--- config.mk ---
export PLATFORM = sky130hd
export DESIGN_NAME = db_conv_scheduler
export DESIGN_NICKNAME = d
export VERILOG_FILES = /design/src/rtl/db_conv_scheduler_pkg.sv /design/src/rtl/db_conv_scheduler_tag_fifo.sv /design/src/rtl/db_conv_scheduler.sv
export SDC_FILE = /design/constraint.sdc
export NUM_CORES = 1
export LEC_CHECK = 0
export CORE_MARGIN = 2
export CORE_UTILIZATION = 45
export CTS_BUF_LIST = sky130_fd_sc_hd__clkbuf_2 sky130_fd_sc_hd__clkbuf_4 sky130_fd_sc_hd__clkbuf_8
export DETAILED_ROUTE_END_ITERATION = 6
export PLACE_DENSITY = 0.93
export SLEW_MARGIN = 20
export SYNTH_ARGS = -nofsm -noshare
export SYNTH_HDL_FRONTEND = slang
export SYNTH_SLANG_ARGS = --single-unit
--- constraint.sdc ---
create_clock -name clk -period 3.82 [get_ports clk]
set_input_delay 0.573 -clock clk [delete_from_list [all_inputs] [get_ports clk]]
set_output_delay 0.573 -clock clk [all_outputs]
set_load 0.02 [all_outputs]
--- src/rtl/db_conv_scheduler_pkg.sv ---
// Shared types and helpers for the dB converter scheduler.
// Channel-ID width never drops below one bit so two-channel builds still carry a tag.
package dsp_pkg;

  typedef enum logic {SCH_RUN, SCH_DRAIN} sched_state_t;

  function automatic int chw(input int n);
    return (n <= 2) ? 1 : $clog2(n);
  endfunction

endpackage

--- src/rtl/db_conv_scheduler_tag_fifo.sv ---
// In-order channel-tag FIFO, first-word fall-through: dout_o is the head whenever not empty.
// Pointers carry one extra wrap bit so full and empty can be told apart.
module tag_fifo #(
  parameter int WIDTH = 2,
  parameter int DEPTH = 8
) (
  input  logic             clk,
  input  logic             rst_n,
  input  logic             push_i,
  input  logic             pop_i,
  input  logic [WIDTH-1:0] din_i,
  output logic [WIDTH-1:0] dout_o,
  output logic             empty_o,
  output logic             full_o
);

  localparam int AW = $clog2(DEPTH);

  logic [WIDTH-1:0] mem_q [DEPTH];
  logic [AW:0]      wr_q, wr_d;
  logic [AW:0]      rd_q, rd_d;
  logic             do_push, do_pop;

  assign empty_o = (wr_q == rd_q);
  assign full_o  = (wr_q[AW] != rd_q[AW]) && (wr_q[AW-1:0] == rd_q[AW-1:0]);
  assign dout_o  = mem_q[rd_q[AW-1:0]];
  assign do_push = push_i && !full_o;
  assign do_pop  = pop_i && !empty_o;
  assign wr_d    = do_push ? wr_q + 1'b1 : wr_q;
  assign rd_d    = do_pop ? rd_q + 1'b1 : rd_q;

  always_ff @(posedge clk) begin
    if (do_push) mem_q[wr_q[AW-1:0]] <= din_i;
  end

  always_ff @(posedge clk or negedge rst_n) begin
    if (!rst_n) begin
      wr_q <= '0;
      rd_q <= '0;
    end else begin
      wr_q <= wr_d;
      rd_q <= rd_d;
    end
  end

endmodule

--- src/rtl/db_conv_scheduler.sv ---
// Round-robin scheduler sharing one pipelined power-to-dB converter among N_CH channels,
// tagging each issue with its channel so results are routed back in issue order.
module db_conv_scheduler
  import dsp_pkg::*;
#(
  parameter int N_CH  = 4,
  parameter int PW    = 32,
  parameter int DBW   = 16,
  parameter int DEPTH = 8,
  localparam int CHW  = chw(N_CH)
) (
  input  logic                clk,
  input  logic                rst_n,
  input  logic [N_CH-1:0]     ch_valid_i,
  input  logic [N_CH*PW-1:0]  ch_power_i,
  output logic [N_CH-1:0]     ch_ready_o,
  input  logic                flush_i,
  output logic                pdb_valid_o,
  output logic [PW-1:0]       pdb_power_o,
  input  logic                pdb_valid_i,
  input  logic [DBW-1:0]      pdb_dB_i,
  output logic                res_valid_o,
  output logic [CHW-1:0]      res_ch_o,
  output logic [DBW-1:0]      res_dB_o,
  output logic [N_CH*DBW-1:0] ch_dB_o,
  output logic                drained_o,
  output logic                overflow_o
);

  localparam int CNTW = $clog2(DEPTH + 1);
  localparam logic [CNTW-1:0] DEPTH_C = CNTW'(DEPTH);

  sched_state_t             state_q, state_d;
  logic [CNTW-1:0]          count_q, count_d;
  logic [CHW-1:0]           rr_ptr_q, rr_ptr_d;
  logic [CHW-1:0]           grant_ch, idx;
  logic                     grant_any, grant;
  logic                     pdb_valid_q;
  logic [PW-1:0]            pdb_power_q;
  logic                     res_valid_q;
  logic [CHW-1:0]           res_ch_q;
  logic [DBW-1:0]           res_dB_q;
  logic [N_CH-1:0][DBW-1:0] ch_dB_q;
  logic                     overflow_q;
  logic                     fifo_empty, fifo_full, pop;
  logic [CHW-1:0]           fifo_tag;

  // First valid channel at or after rr_ptr, wrapping around.
  always_comb begin
    grant_any = 1'b0;
    grant_ch  = '0;
    idx       = '0;
    for (int off = 0; off < N_CH; off++) begin
      idx = CHW'((int'(rr_ptr_q) + off) % N_CH);
      if (!grant_any && ch_valid_i[idx]) begin
        grant_any = 1'b1;
        grant_ch  = idx;
      end
    end
  end

  assign grant      = (state_q == SCH_RUN) && !flush_i && (count_q < DEPTH_C) && !fifo_full && grant_any;
  assign ch_ready_o = grant ? (N_CH'(1) << grant_ch) : '0;
  assign rr_ptr_d   = grant ? CHW'((int'(grant_ch) + 1) % N_CH) : rr_ptr_q;
  assign pop        = pdb_valid_i && !fifo_empty;

  always_comb begin
    count_d = count_q;
    case ({grant, pop})
      2'b10:   count_d = count_q + 1'b1;
      2'b01:   count_d = count_q - 1'b1;
      default: count_d = count_q;
    endcase
  end

  always_comb begin
    state_d = state_q;
    case (state_q)
      SCH_RUN:   if (flush_i) state_d = SCH_DRAIN;
      SCH_DRAIN: if (!flush_i && count_q == '0) state_d = SCH_RUN;
      default:   state_d = SCH_RUN;
    endcase
  end

  always_ff @(posedge clk or negedge rst_n) begin
    if (!rst_n) begin
      state_q  <= SCH_RUN;
      count_q  <= '0;
      rr_ptr_q <= '0;
    end else begin
      state_q  <= state_d;
      count_q  <= count_d;
      rr_ptr_q <= rr_ptr_d;
    end
  end

  // Tags are pushed on the grant edge so the head is ready by the time the sample issues.
  tag_fifo #(
    .WIDTH (CHW),
    .DEPTH (DEPTH)
  ) u_tag_fifo (
    .clk     (clk),
    .rst_n   (rst_n),
    .push_i  (grant),
    .pop_i   (pop),
    .din_i   (grant_ch),
    .dout_o  (fifo_tag),
    .empty_o (fifo_empty),
    .full_o  (fifo_full)
  );

  always_ff @(posedge clk or negedge rst_n) begin
    if (!rst_n) begin
      pdb_valid_q <= 1'b0;
      pdb_power_q <= '0;
      res_valid_q <= 1'b0;
      res_ch_q    <= '0;
      res_dB_q    <= '0;
      ch_dB_q     <= '0;
      overflow_q  <= 1'b0;
    end else begin
      pdb_valid_q <= grant;
      if (grant) pdb_power_q <= ch_power_i[grant_ch*PW +: PW];
      res_valid_q <= pop;
      if (pop) begin
        res_ch_q          <= fifo_tag;
        res_dB_q          <= pdb_dB_i;
        ch_dB_q[fifo_tag] <= pdb_dB_i;
      end
      if (pdb_valid_i && fifo_empty) overflow_q <= 1'b1;
    end
  end

  assign pdb_valid_o = pdb_valid_q;
  assign pdb_power_o = pdb_power_q;
  assign res_valid_o = res_valid_q;
  assign res_ch_o    = res_ch_q;
  assign res_dB_o    = res_dB_q;
  assign ch_dB_o     = ch_dB_q;
  assign drained_o   = (state_q == SCH_DRAIN) && (count_q == '0);
  assign overflow_o  = overflow_q;

endmodule

* Yosys cells after proc, flatten, opt, wreduce, memory -nomap -nowiden
Memories as Yosys holds them, arrays and structs flattened.
Cells that the tools add are included.
** Storage, ports and cells
- Flip-flop bits (word level) :: 132
- Memory bits (writable) :: 16
- Bits of input ports :: 152
- Word-level logic and storage cells :: 88
- Memories :: 1
** Memories
- u_tag_fifo.mem_q :: depth 8, bits a word 2, read ports 1, clocked after memory_dff 0, wr ports 1, line db_conv_scheduler_tag_fifo.sv:19 : logic [WIDTH-1:0] mem_q [DEPTH];
** Cells by class
- $add $sub $neg :: 8
- $lt $le $gt $ge :: 7
- Eq/ne operators :: 5
- Shift operators :: 2
- Multiplexer cells :: 26
- Bitwise operators :: 1
- Reductions and logical operators :: 23
** Operator list (count)
- $shiftx A128 B8 Y32 :: 1
- $bwmux W64 :: 1
- $demux W16 S2 :: 1
- $mux W16 :: 1
- $logic_and A1 B1 Y1 :: 15
- $lt A2 B3 Y1 const B :: 5
- $add A4 B1 Y4 const B :: 3
- $mux W1 :: 12
- $bmux W1 S2 :: 4
- $mux W2 :: 4
- $pmux W4 S2 :: 1
- $logic_not A1 Y1 :: 6
- $add A2 B1 Y2 const B :: 2
- $add A2 B2 Y2 const B :: 2
- $eq A4 B4 Y1 :: 1
- $logic_not A4 Y1 :: 1
- $lt A4 B4 Y1 const B :: 1
- $mux W4 :: 1
- $shl A1 B2 Y4 const A :: 1
- $sub A4 B1 Y4 const B :: 1
- $eq A3 B3 Y1 :: 1
- $eq A2 B1 Y1 const B :: 1
- $eq A2 B2 Y1 const B :: 1
- $ge A2 B1 Y1 const B :: 1
- other kinds (4) :: 4

* Longest topological paths before layout
- Depth in word-level cells :: 16
- Gate-level depth with buffers :: 12

* Modules after synthesis
From an unflattened synthesis, not the netlist that was laid out.
** Second synthesis, totals
- Cells, all modules :: 618
- Area total of the unflattened synthesis :: 7399.6 sq um
** By module, submodules not included
- db_conv_scheduler :: instances 1, cells each 537, area an instance 6130.9 sq um, seq. area each 3103.0 sq um
- tag_fifo :: instances 1, cells each 81, area an instance 1268.7 sq um, seq. area each 680.7 sq um

* Least setup slack after synthesis
OpenSTA, ideal clock, no wires.
- Path kind :: register -> register
- Start :: register u_tag_fifo.wr_q[0]
- End :: register count_q[2]
- Setup time :: 126 ps
- Data arrival time :: 2707 ps
- Required time :: 3694 ps
- Setup slack :: 987 ps
- Cell stages (with the launch flop) :: 13
- Path buffers :: 2
- Period minus slack after synthesis :: 2833 ps
- Path through :: dfrtp_1 > buf_2 > xor2_1 > or3_1 > o21ai_1 > clkbuf_1 > ha_1 > xor2_1 > ha_1 > a21oi_1 > xor2_1 > nor2_1 > xor2_1
** Between the ends
- Longest elaborated chain between the ends :: 7
- Elaborated cells on any way between the ends :: 12
- Classes of those cells :: 4 x eq/ne; 1 x mux; 7 x reduce/logical
** RTL lines
- start: declaration :: line db_conv_scheduler_tag_fifo.sv:20 : logic [AW:0] wr_q, wr_d;
- start signal: assignment :: line db_conv_scheduler_tag_fifo.sv:41 : wr_q <= wr_d;
- $eq A3 B3 Y1 :: line db_conv_scheduler_tag_fifo.sv:25 : assign full_o = (wr_q[AW] != rd_q[AW]) && (wr_q[AW-1:0] == rd_q[AW-1:0]);
- $logic_and A1 B1 Y1 :: line db_conv_scheduler_tag_fifo.sv:25
- $logic_not A1 Y1 :: line db_conv_scheduler.sv:62 : assign grant = (state_q == SCH_RUN) && !flush_i && (count_q < DEPTH_C) && !fifo_full && grant_any;
- $logic_and A1 B1 Y1 (2 in series) :: line db_conv_scheduler.sv:62
- $eq A2 B1 Y1 or $eq A2 B2 Y1 (tied branches) :: line db_conv_scheduler.sv:69 : case ({grant, pop})
- $pmux W4 S2 or $reduce_bool A2 Y1 (tied branches)
- end signal: assignment :: line db_conv_scheduler.sv:92 : count_q <= count_d;
- end: declaration :: line db_conv_scheduler.sv:34 : logic [CNTW-1:0] count_q, count_d;
Parallel ways exist; a longest one is shown, timed or not.
A chain may end at the register's enable or synchronous reset.

* Worst setup path after layout
- Start :: input ch_valid_i[0]
- End :: output ch_ready_o[2]
** Between the ends
- Longest elaborated chain between the ends :: 14
- Elaborated cells on any way between the ends :: 25
- Classes of those cells :: 1 x shift; 17 x mux; 7 x reduce/logical
** RTL lines
- start: declaration :: line db_conv_scheduler.sv:14 : input logic [N_CH-1:0] ch_valid_i,
- $bmux W1 S2 :: line db_conv_scheduler.sv:55 : if (!grant_any && ch_valid_i[idx]) begin
- $mux W1 (implied by the code) :: line db_conv_scheduler.sv:55
- $mux W1 :: line db_conv_scheduler.sv:55
- $logic_not A1 Y1 :: line db_conv_scheduler.sv:55
- $logic_and A1 B1 Y1 :: line db_conv_scheduler.sv:55
- $mux W1 :: line db_conv_scheduler.sv:55
- $logic_not A1 Y1 :: line db_conv_scheduler.sv:55
- $logic_and A1 B1 Y1 :: line db_conv_scheduler.sv:55
- $mux W1 :: line db_conv_scheduler.sv:55
- $logic_not A1 Y1 :: line db_conv_scheduler.sv:55
- $logic_and A1 B1 Y1 :: line db_conv_scheduler.sv:55
- $mux W2 or $mux W1 (tied branches) :: line db_conv_scheduler.sv:55
- $shl A1 B2 Y4 or $logic_and A1 B1 Y1 (tied branches) :: line db_conv_scheduler.sv:63, db_conv_scheduler.sv:62
- $mux W4 * :: line db_conv_scheduler.sv:63 : assign ch_ready_o = grant ? (N_CH'(1) << grant_ch) : '0;
- end: declaration :: line db_conv_scheduler.sv:16 : output logic [N_CH-1:0] ch_ready_o,
Mark *: on every way between the ends. The rest lies on a longest branch, timed or not. The select of a mux whose other input is x is not followed.

==> results.ini <==
[run_status]
status=finished clean

[die]
die_area_mm2=0.0160
io_pins=274
start_util_pct=46.3
die_x_um=127
die_y_um=127
num_rows=44
core_mm2=0.0146

[grt]
gr-total-overflow=0
antenna_found_initial=1
grt_max_degree=95
grt_pass1_vias=5497
grt.total_usage_pct=23.8
grt_pass1_wl_um=29700

[worst_setup_path]
worst_setup_path_end_kind=primary output
critical_path.top_delay_family=buffers and inverters
worstReg2RegStart=u_tag_fifo.wr_q[0]
crit_top_cell=clkdlybuf4s50_1
cp_data_arrival_time_ns=2.98
startpoint=ch_valid_i[0]
cp_num_buf_inv=4
slowest_delay_ns=0.60
r2r_cells=10
crit_fanout=6
critical_path_class=in -> out
worstSetupPathDepth=8
cpMaxStageDelayCell=clkdlybuf4s50_1
rr_endpoint=count_q[2]
cp-start-kind=input pin
cp.required_ns=3.25
r2r_slack_ns=0.76
crit_path_end=ch_ready_o[2]
crit_chain=clkdlybuf4s50_1, nor2_1, a2111oi_0, buf_4, o21ai_4, inv_1, and2_1, clkdlybuf4s50_1

[yosys]
synth_area_mm2=0.00676
synth-xor-area-share_pct=2.07
synth_simple_gate_area_share_pct=8.89
synthFlopType=dfrtp_1
synth_edf_count=16
synth.top_cells.by_area=dfrtp_1, mux2i_1, mux2_2
synthMostInstantiatedCell=dfrtp_1
synth_compound_area_share_pct=5.92
synth_fa_ha_area_share_pct=1.67
netlist.area_leader.share_pct=48.9
syn_inst=537
synth-seq-cells=148
synthMuxAreaShare_pct=22.5
synth_area_per_cell_um2=12.6
ys_seq_area_share_pct=56.0
synth_top_family_by_area=multiplexers
yosysWarnings=0
yosysTopAreaCell=dfrtp_1
async_reset_ff_share_pct=89.2
synthesis.nets=698
ys_top_cells_by_count=dfrtp_1, nand2_1, mux2i_1, mux2_2, o221ai_1
ys_types=39

[placed_design]
gp_congestion=0.878
dpl.hpwl_um=14400
portBuffers=273
dpl_cell_area_mm2=0.00970
dp_slack_ns=0.244

[power_and_ir_drop]
vdd_ir_drop_max_mv=0.302
p_int_w=0.00486
p_sw_share_pct=39.3
combPwrFrac_pct=50.8
p_leak_nw=4.50
power.density_mw_per_mm2=793
seqPwrFrac_pct=34.4
power.switching_w=0.00314
pwr-share-clk_pct=14.7

[cts]
cts_tree=built
numCtsBuffers=17
cts_max_level=4
clk_path_buf_depth=2
clk_pin_slew_ns=0.09
insertion_delay_ns=0.45
clock-sinks=148
cts_setup_buffers=0
cts_root_buf=clkbuf_8
holdBufCountCts=0
post_cts_resized=0

[timing]
timing.final.ws_setup_ns=0.262
fmax_mhz=281
rsz0062_at_grt=no
tightest_slew_ns=0.939
setup-violations-final=0
skew_ns=0.0160
fin_crit_ns=3.56
finalCritPeriodShare_pct=93.1
max-slew-margin-rel_pct=37.4
hold_viol_final=0
finalMaxSlewViolations=0
tns_ns=0

[min_path]
hp-class=in -> async

[run]
maxCapViolations=0

[drt]
vias=5407
routedWlPerCell_um=18.8
antenna_left=0
drc=0
via_per_inst=5.36
drt-total-wl_um=18900
firstDrtPassIters=4
drt_iter0_markers=301

[finish]
stdcell_area_mm2=0.0101
area_growth_pct=49.3
drive_gt1_share_pct=14.8
final_nets=971
nFillCells=996

[layer usage]
metal  wire, um  track usage (%)  vias to the layer above
met4        516             8.92                        0
met5          0                0                        -
met2      10000             42.9                      241
met3       1300             5.57                       29
met1       7050             27.6                     2657
li1           -                -                     2480
[cells in the final DEF, fill, tap and decap left out, types with 5 or more instances in the layout]
master,count
inv_1,6
dfrtp_1,132
buf_4,15
nor2_1,9
ha_1,9
mux2_2,56
xnor2_1,8
inv_8,6
nand2_1,101
xor2_1,8
edfxtp_1,16
o221ai_1,33
mux2_4,10
clkdlybuf4s50_1,272
and2_1,5
clkbuf_8,17
mux2i_1,65
[metrics by stage]
step	total power (W)	hold slack [ns]	util, %	cells
floorplan	0.00500	0.277	-	537
global placement	0.00672	0.443	66.5	975
detailed placement	0.00687	0.464	66.5	975
CTS	0.00808	0.197	69.2	1007
global route	0.00844	0.239	69.2	1008
finish	0.00800	0.177	69.2	1008
[worst register-to-register path, stage by stage (launching register included)]
cell and delay, ns:
dfrtp_1 0.52, xor2_1 0.25, o41ai_4 0.83, inv_1 0.16, ha_1 0.31, xor2_1 0.19
ha_1 0.18, a21oi_1 0.15, xor2_1 0.16, nor2_1 0.07, xor2_1 0.14
[how the worst min path moves through the flow]
stage | from | endpoint
after CTS | rst_n | pdb_valid_o
final | rst_n | ch_dB_o[0]
after floorplan | rst_n | ch_dB_o[0]
after global routing | rst_n | ch_dB_o[0]
after detailed placement | overflow_o | overflow_o
after global placement | overflow_o | overflow_o
[logic make-up after synthesis]
family                   Yosys count
flip-flops                       148
AND/OR/NAND/NOR                  140
multiplexers                     135
AO/OA/AOI/OAI                     49
buffers and inverters             40
XOR/XNOR                          16
adder cells (fa/ha/maj)            9
[final cells by class]
| cell class | instances | area, um2 | area share (%) |
|---|---|---|---|
| Antenna cell | 1 | 2.50 | 0.0248 |
| Clock buffer | 17 | 234 | 2.32 |
| Clock inverter | 15 | 159 | 1.57 |
| Inverter | 6 | 22.5 | 0.223 |
| Multi-Input combinational cell | 349 | 2810 | 27.9 |
| Sequential cell | 148 | 3780 | 37.5 |
| Tap cell | 184 | 230 | 2.28 |
| Timing Repair Buffer | 288 | 2850 | 28.2 |
[state kept, by name (all words and copies together) (netlist names), 2 cells and up]
register / cells
u_tag_fifo.mem_q: 16
u_tag_fifo.rd_q: 4
res_ch_o: 2
count_q: 4
res_dB_o: 16
pdb_power_o: 32
ch_dB_o: 64
rr_ptr_q: 2
u_tag_fifo.wr_q: 4
[power by group through the flow]
stage	clock, W	combinational, W	sequential (W)
floorplan	0	0.00164	0.00337
global placement	0	0.00398	0.00274
detailed placement	0	0.00409	0.00278
CTS	0.00122	0.00411	0.00275
global route	0.00128	0.00431	0.00285
finish	0.00118	0.00407	0.00275
Power figures use the tool's default switching activity.
